### config.mk
export PLATFORM = sky130hd
export DESIGN_NAME = xor_cipher_ctrl
export DESIGN_NICKNAME = d
export VERILOG_FILES = /design/src/rtl/xor_cipher_ctrl.sv
export SDC_FILE = /design/constraint.sdc
export NUM_CORES = 1
export LEC_CHECK = 0
export BUFFER_PORTS_ARGS = -buffer_cell sky130_fd_sc_hd__buf_2
export CAP_MARGIN = 20
export CORE_ASPECT_RATIO = 0.75
export CORE_MARGIN = 2
export CORE_UTILIZATION = 47
export CTS_BUF_LIST = sky130_fd_sc_hd__clkbuf_4 sky130_fd_sc_hd__clkbuf_8
export DETAILED_ROUTE_END_ITERATION = 8
export HOLD_SLACK_MARGIN = 0.02
export PLACE_DENSITY = 0.92
export SLEW_MARGIN = 20
export SYNTH_ARGS = -nofsm -noshare
export SYNTH_HDL_FRONTEND = slang
export SYNTH_SLANG_ARGS = --single-unit
### constraint.sdc
create_clock -name clk -period 1.7 [get_ports clk]
set_input_delay 0.34 -clock clk [delete_from_list [all_inputs] [get_ports clk]]
set_output_delay 0.34 -clock clk [all_outputs]
set_load 0.01 [all_outputs]
### src/rtl/xor_cipher_ctrl.sv
// xor_cipher_ctrl
// ---------------------------------------------------------------------------
// Sequencing controller for the XOR cipher datapath. Latches a key-bank
// selection at the start of a message, drives the bank select and key-ROM
// address into the key connector, walks the key bytes cyclically and XORs
// each incoming byte with the current key byte.
//
// Ports
//   clk, rst_n          : clock (rising edge), asynchronous active-low reset
//   start, key_sel[1:0] : begin a message with the requested key bank
//   key_o[1:0]          : registered bank select to the key connector
//   r_a[3:0]            : registered key-ROM address to the key connector
//   r_d[7:0]            : key byte from the key connector (1-cycle sync ROM)
//   in_data/last/valid  : input byte stream, in_ready accepts it
//   out_data/last/valid : registered result stream, out_ready drains it
//   busy                : high whenever the controller is not idle
//   done                : one-cycle pulse after the last result is consumed
//   key_err             : one-cycle pulse when start requests bank 3
// ---------------------------------------------------------------------------
module xor_cipher_ctrl #(
    parameter int KEY_LEN = 16
) (
    input  logic       clk,
    input  logic       rst_n,
    input  logic       start,
    input  logic [1:0] key_sel,
    output logic [1:0] key_o,
    output logic [3:0] r_a,
    input  logic [7:0] r_d,
    input  logic [7:0] in_data,
    input  logic       in_last,
    input  logic       in_valid,
    output logic       in_ready,
    output logic [7:0] out_data,
    output logic       out_last,
    output logic       out_valid,
    input  logic       out_ready,
    output logic       busy,
    output logic       done,
    output logic       key_err
);

    typedef enum logic [1:0] {
        IDLE  = 2'd0,
        FETCH = 2'd1,
        READY = 2'd2,
        FLUSH = 2'd3
    } state_t;

    localparam logic [3:0] LAST_IDX = 4'(KEY_LEN - 1);

    state_t     state;
    state_t     state_next;
    logic [3:0] key_idx;
    logic [3:0] idx_next;
    logic       start_ok;
    logic       start_bad;
    logic       accept;
    logic       drain;
    logic       finish;

    // The key index register is itself the ROM address, so r_a follows the
    // index without an extra cycle of delay.
    assign r_a = key_idx;

    // State register
    always_ff @(posedge clk or negedge rst_n) begin
        if (!rst_n) begin
            state <= IDLE;
        end else begin
            state <= state_next;
        end
    end

    // Next-state logic
    always_comb begin
        state_next = state;
        case (state)
            IDLE: begin
                if (start_ok) begin
                    state_next = FETCH;
                end
            end
            // One cycle for the synchronous key ROM to produce r_d.
            FETCH: begin
                state_next = READY;
            end
            READY: begin
                if (accept) begin
                    state_next = in_last ? FLUSH : FETCH;
                end
            end
            FLUSH: begin
                if (drain) begin
                    state_next = IDLE;
                end
            end
            default: begin
                state_next = IDLE;
            end
        endcase
    end

    // Output / strobe logic
    always_comb begin
        busy      = (state != IDLE);
        in_ready  = (state == READY) && (!out_valid || out_ready);
        accept    = in_valid && in_ready;
        drain     = out_valid && out_ready;
        start_ok  = (state == IDLE) && start && (key_sel != 2'b11);
        start_bad = (state == IDLE) && start && (key_sel == 2'b11);
        finish    = (state == FLUSH) && drain;
        idx_next  = (key_idx == LAST_IDX) ? 4'd0 : key_idx + 4'd1;
    end

    // Bank select and key index: the bank is captured only on a legal start,
    // so an illegal request or a start during a message leaves it untouched.
    always_ff @(posedge clk or negedge rst_n) begin
        if (!rst_n) begin
            key_o   <= 2'd0;
            key_idx <= 4'd0;
        end else begin
            if (start_ok) begin
                key_o   <= key_sel;
                key_idx <= 4'd0;
            end else if (accept && !in_last) begin
                key_idx <= idx_next;
            end
        end
    end

    // Output register: a new accept takes priority over a drain in the same
    // cycle, which keeps out_valid high with the fresh result.
    always_ff @(posedge clk or negedge rst_n) begin
        if (!rst_n) begin
            out_data  <= 8'd0;
            out_last  <= 1'b0;
            out_valid <= 1'b0;
        end else begin
            if (accept) begin
                out_data  <= in_data ^ r_d;
                out_last  <= in_last;
                out_valid <= 1'b1;
            end else if (drain) begin
                out_valid <= 1'b0;
            end
        end
    end

    // Single-cycle status pulses
    always_ff @(posedge clk or negedge rst_n) begin
        if (!rst_n) begin
            done    <= 1'b0;
            key_err <= 1'b0;
        end else begin
            done    <= finish;
            key_err <= start_bad;
        end
    end

endmodule

# After elaboration in Yosys (flattened, before gate mapping)
# Cells that the tools add are included.
totals:
  ff_bits: 20
  in_bits: 24
op_classes:
  add_sub_neg: 1
  n_eq_ne: 9
  n_mux: 10
  n_bitwise: 1
  reduce_logical: 16
ops:
  columns: ["op", "count"]
  rows:
  - ["$mux 4", 3]
  - ["$logic_and 1x1->1", 8]
  - ["$mux 2", 4]
  - ["$ne 2x2->1 const B", 4]
  - ["$pmux 2 s4", 1]
  - ["$xor 8x8->8", 1]
  - ["$eq 2x2->1 const B", 3]
  - ["$reduce_bool 2->1", 3]
  - ["$add 4x1->4 const B", 1]
  - ["$eq 4x4->1 const B", 1]
  - ["$reduce_and 3->1", 1]
  - ["$eq 2x1->1 const B", 1]
  - ["$logic_not 1->1", 2]
  - ["$logic_not 2->1", 1]
  - ["$mux 1", 2]
  - ["$logic_or 1x1->1", 1]

# Depth between registers and ports, before layout
depth:
  depth_word: 7
  depth_mapped: 6

# Worst setup path before layout
# OpenSTA, ideal clock, no wires.
synth_path:
  path_type: "register to register"
  start: "register state[0]"
  end: "register key_idx[2], in the netlist r_a[2]"
  setup_time_ns: 0.125
  arrival_ns: 1.341
  required_time_ns: 1.575
  slack_ns: 0.234
  path_stages_with_launch: 6
  path_buffers: 1
  synth_period_minus_slack_ns: 1.466
  path_cell_list: "dfrtp_1 > and2b_4 > and3_1 > buf_4 > nand3b_1 > mux2_4"
synth_via:
  elab_chain_len: 5
  word_cells_on_any_way: 9
  classes_between: "eq/ne: 1; mux: 1; reduce/logical: 7"
synth_rtl:
  columns: ["item", "line", "text"]
  rows:
  - ["start: declaration", "52", "state_t state;"]
  - ["start signal: assignment", "71", "state <= state_next;"]
  - ["$eq 2x2->1", "107", "in_ready = (state == READY) && (!out_valid || out_ready);"]
  - ["$logic_and 1x1->1", "107", null]
  - ["$logic_and 1x1->1", "108", "accept = in_valid && in_ready;"]
  - ["$logic_and 1x1->1", "126", "end else if (accept && !in_last) begin"]
  - ["$reduce_bool 2->1 (no source line)", null, null]
  - ["end signal: assignment", "127", "key_idx <= idx_next;"]
  - ["end: declaration", "54", "logic [3:0] key_idx;"]
# Parallel ways exist; a longest one is shown, timed or not.
# A chain may end at the register's enable or synchronous reset.

# Final worst setup path
layout_path:
  start: "register state[0]"
  end: "output in_ready"
layout_via:
  elab_chain_len: 2
layout_rtl:
  columns: ["item", "line", "text"]
  rows:
  - ["$eq 2x2->1", "107", null]
  - ["$logic_and 1x1->1", "107", null]
  - ["end: declaration", "33", "output logic in_ready,"]
# No other way between the ends.

==> run summary <==
outcome: completed
Residual DRC: 0
most common cell after layout, fill and taps aside: sky130_fd_sc_hd__buf_2
setup total negative slack: 0 ns
complex-gate fraction of the synthesized area: 11.1%
Setup crit start kind: flip-flop
number of max-slew violations in the final report: 0
cell area power density: 1550 mW/mm^2
Worst setup EP type: primary output
post-synthesis share of cell area spent on xor and xnor gates: 7.50%
clock edge transition at the registers on the reported setup and hold paths: 0.10 ns
post-synthesis area per instance: 10.3 um^2
capture point of the worst reg-to-reg path: r_a[3]
placement row count: 13
netlist area before placement: 935 um^2
Antenna Violating Nets Remaining: 0
antenna diode count: 0
worst slew slack as a fraction of its limit: 70.7%
leakage power: 0.624 nW
register area: 502 um^2
initial antenna violation count: 0
shortest clock period the worst path allows after layout: 1.64 ns
TritonCTS Sinks: 20
Cell variety after synth: 28
core footprint: 0.00181 mm^2
pin count of the biggest net entering global routing: 21
critical path launch point: state[0]
portion of synthesized cell area occupied by the leading cell type: 53.5%
DIE HEIGHT: 42.6 um
Crit Path Max Fanout: 6
setup ws final: 0.0571 ns
DR pass1 iterations: 4
end-of-flow core utilization: 68.4%
R2R Setup Slk: 0.09 ns
part of the Yosys area used for sequential elements: 53.5%
first-pass GRT wire length: 3.42 mm
unrepaired setup endpoints after global routing: false
Period Utilization, post-route: 96.6%
commonest cells after routing, fill and taps aside: sky130_fd_sc_hd__buf_2, sky130_fd_sc_hd__nor2_1, sky130_fd_sc_hd__dfrtp_1, sky130_fd_sc_hd__a21oi_1, sky130_fd_sc_hd__nand2_1
IR drop worst, VDD: 0.998 mV
total nets after synthesis: 116
GRT Overall Usage: 19.0%
Port Buffer Count: 43
clock latency on the worst-skew pair: 0.30 ns
wire per inst: 13.3 um
type of the worst setup path: reg2out
warnings from Yosys: 0
layout overhead on the synthesized area: 32.1%
num ports: 44
overall routed net length: 2.16 mm
via count of the first global-routing pass: 774
width of the die: 55.5 um
RD Place Congestion: 0.671
Crit path arrival time: 1.30 ns
cell chosen for the clock root: sky130_fd_sc_hd__clkbuf_4
gate count of the mapped netlist: 91
TritonCTS buffer count: 3
required time of the critical path: 1.36 ns
post-route clock skew: 0.00539 ns
level count of the clock H-tree: 1
DR iter-0 viols: 28
overall via count from detail_route: 846
Starting Density: 51.8%
number of max-cap violations: 0
grt total ovfl: 0
share of cell area taken by muxes after synthesis: 3.88%
minimum setup slack after placement: 0.117 ns
Worst Tran Pin Value: 0.439 ns
number of vias per cell after detailed routing: 5.22
fraction of the mapped netlist area in adder cells: 1.34%
final number of hold-violating endpoints: 0
main combinational cell family by area after synthesis: simple AND/OR/NAND/NOR gates
area of the die: 0.00236 mm^2
clock tree from TritonCTS: built
post-synth top area cell: sky130_fd_sc_hd__dfrtp_1
share of post-route cells with drive strength above 1: 40.7%
net count of the finished layout: 166
depth of the worst register-to-register path: 5
HPWL after detailed placement: 1.63 mm
number of fill cells: 140
post-synthesis simple-gate area fraction: 20.9%
type of the most critical hold path: in2reg
Fmax: 0.609 GHz
Multi-input gate area: 418 um^2
main area contributors after synthesis: sky130_fd_sc_hd__dfrtp_1, sky130_fd_sc_hd__nor2_1, sky130_fd_sc_hd__xnor2_1, sky130_fd_sc_hd__a21oi_1, sky130_fd_sc_hd__nand2_1
Synth Register Bits: 20
Setup crit end: in_ready
reg2reg start: state[0]
number of buffers on the longest clock path: 2
number of setup violations in the final report: 0
## worst min path at each step
stage                     startpoint  endpoint  slack, ns  cells after the start
after floorplan                rst_n      done       0.04                      0
after global placement         rst_n    r_a[2]       0.30                      1
after detailed placement       rst_n    r_a[2]       0.31                      1
after CTS                  out_ready      done       0.25                      3
after global routing       out_ready      done       0.25                      3
final                      out_ready      done       0.26                      3
## synthesized netlist by cell type, drive strengths merged
| library cell | number |
|---|---|
| a311o | 1 |
| buf | 2 |
| inv | 1 |
| or2 | 1 |
| a21oi | 12 |
| nand2b | 1 |
| dfrtp | 20 |
| or3b | 1 |
| a22o | 1 |
| and3 | 1 |
| o31ai | 1 |
| nor2 | 19 |
| or4 | 1 |
| and2b | 2 |
| a221oi | 1 |
| xnor2 | 8 |
| mux2 | 2 |
| nand3 | 1 |
| ha | 1 |
| mux2i | 1 |
| nand3b | 1 |
| o21ai | 1 |
| and2 | 1 |
| nand2 | 10 |
## registers in the layout (all words and copies together), names as in the netlist
signal,cells
done,1
key_err,1
key_o,2
out_data,8
out_last,1
out_valid,1
r_a,4
state,2
## what timing repair did
item                                   in CTS  in global routing
buffers inserted                            0                  2
setup endpoints to repair                   0                  1
endpoints found under the hold margin      20                  0
hold buffers                                1                  0
gates resized for setup                     0                  1
## metrics by stage
stage	hold slack, ns	total power (W)	cells	instance area (um^2)
floorplan	0.0444	0.00128	91	935
global placement	0.300	0.00156	155	1170
detailed placement	0.314	0.00161	155	1170
CTS	0.252	0.00189	160	1220
global route	0.249	0.00206	162	1230
finish	0.262	0.00192	162	1230
## power breakdown
part           switching [W]  internal [W]  leakage, nW
logic               0.000449      0.000391        0.361
registers           0.000137      0.000666        0.242
clock network       0.000144      0.000131       0.0210
total               0.000730       0.00119        0.624
## metal layers
| layer | share of wire, % | vias up | GRT usage [%] |
|---|---|---|---|
| li1 | - | 404 | - |
| met1 | 39 | 385 | 21.2 |
| met2 | 50 | 47 | 32.9 |
| met3 | 8.8 | 10 | 7.41 |
| met4 | 2.5 | 0 | 7.32 |
| met5 | 0 | - | 0 |
## layout make-up
cell class / instances / share of cell area [%]
Sequential cell: 20 / 40.6
Multi-Input combinational cell: 68 / 33.8
Timing Repair Buffer: 47 / 20.1
Clock buffer: 4 / 2.94
Tap cell: 22 / 2.23
Inverter: 1 / 0.304
## kinds of logic after synthesis
family | Yosys count
AND/OR/NAND/NOR | 39
flip-flops | 20
multiplexers | 3
AO/OA/AOI/OAI | 17
adder cells (fa/ha/maj) | 1
XOR/XNOR | 8
buffers and inverters | 3
## worst max-delay path: stages (launching register included)
cell                      delay [ns]
sky130_fd_sc_hd__dfrtp_2        0.45
sky130_fd_sc_hd__and2b_4        0.27
sky130_fd_sc_hd__and2_1         0.14
sky130_fd_sc_hd__buf_2          0.13
Note: power is estimated with default switching activity, not from simulation.
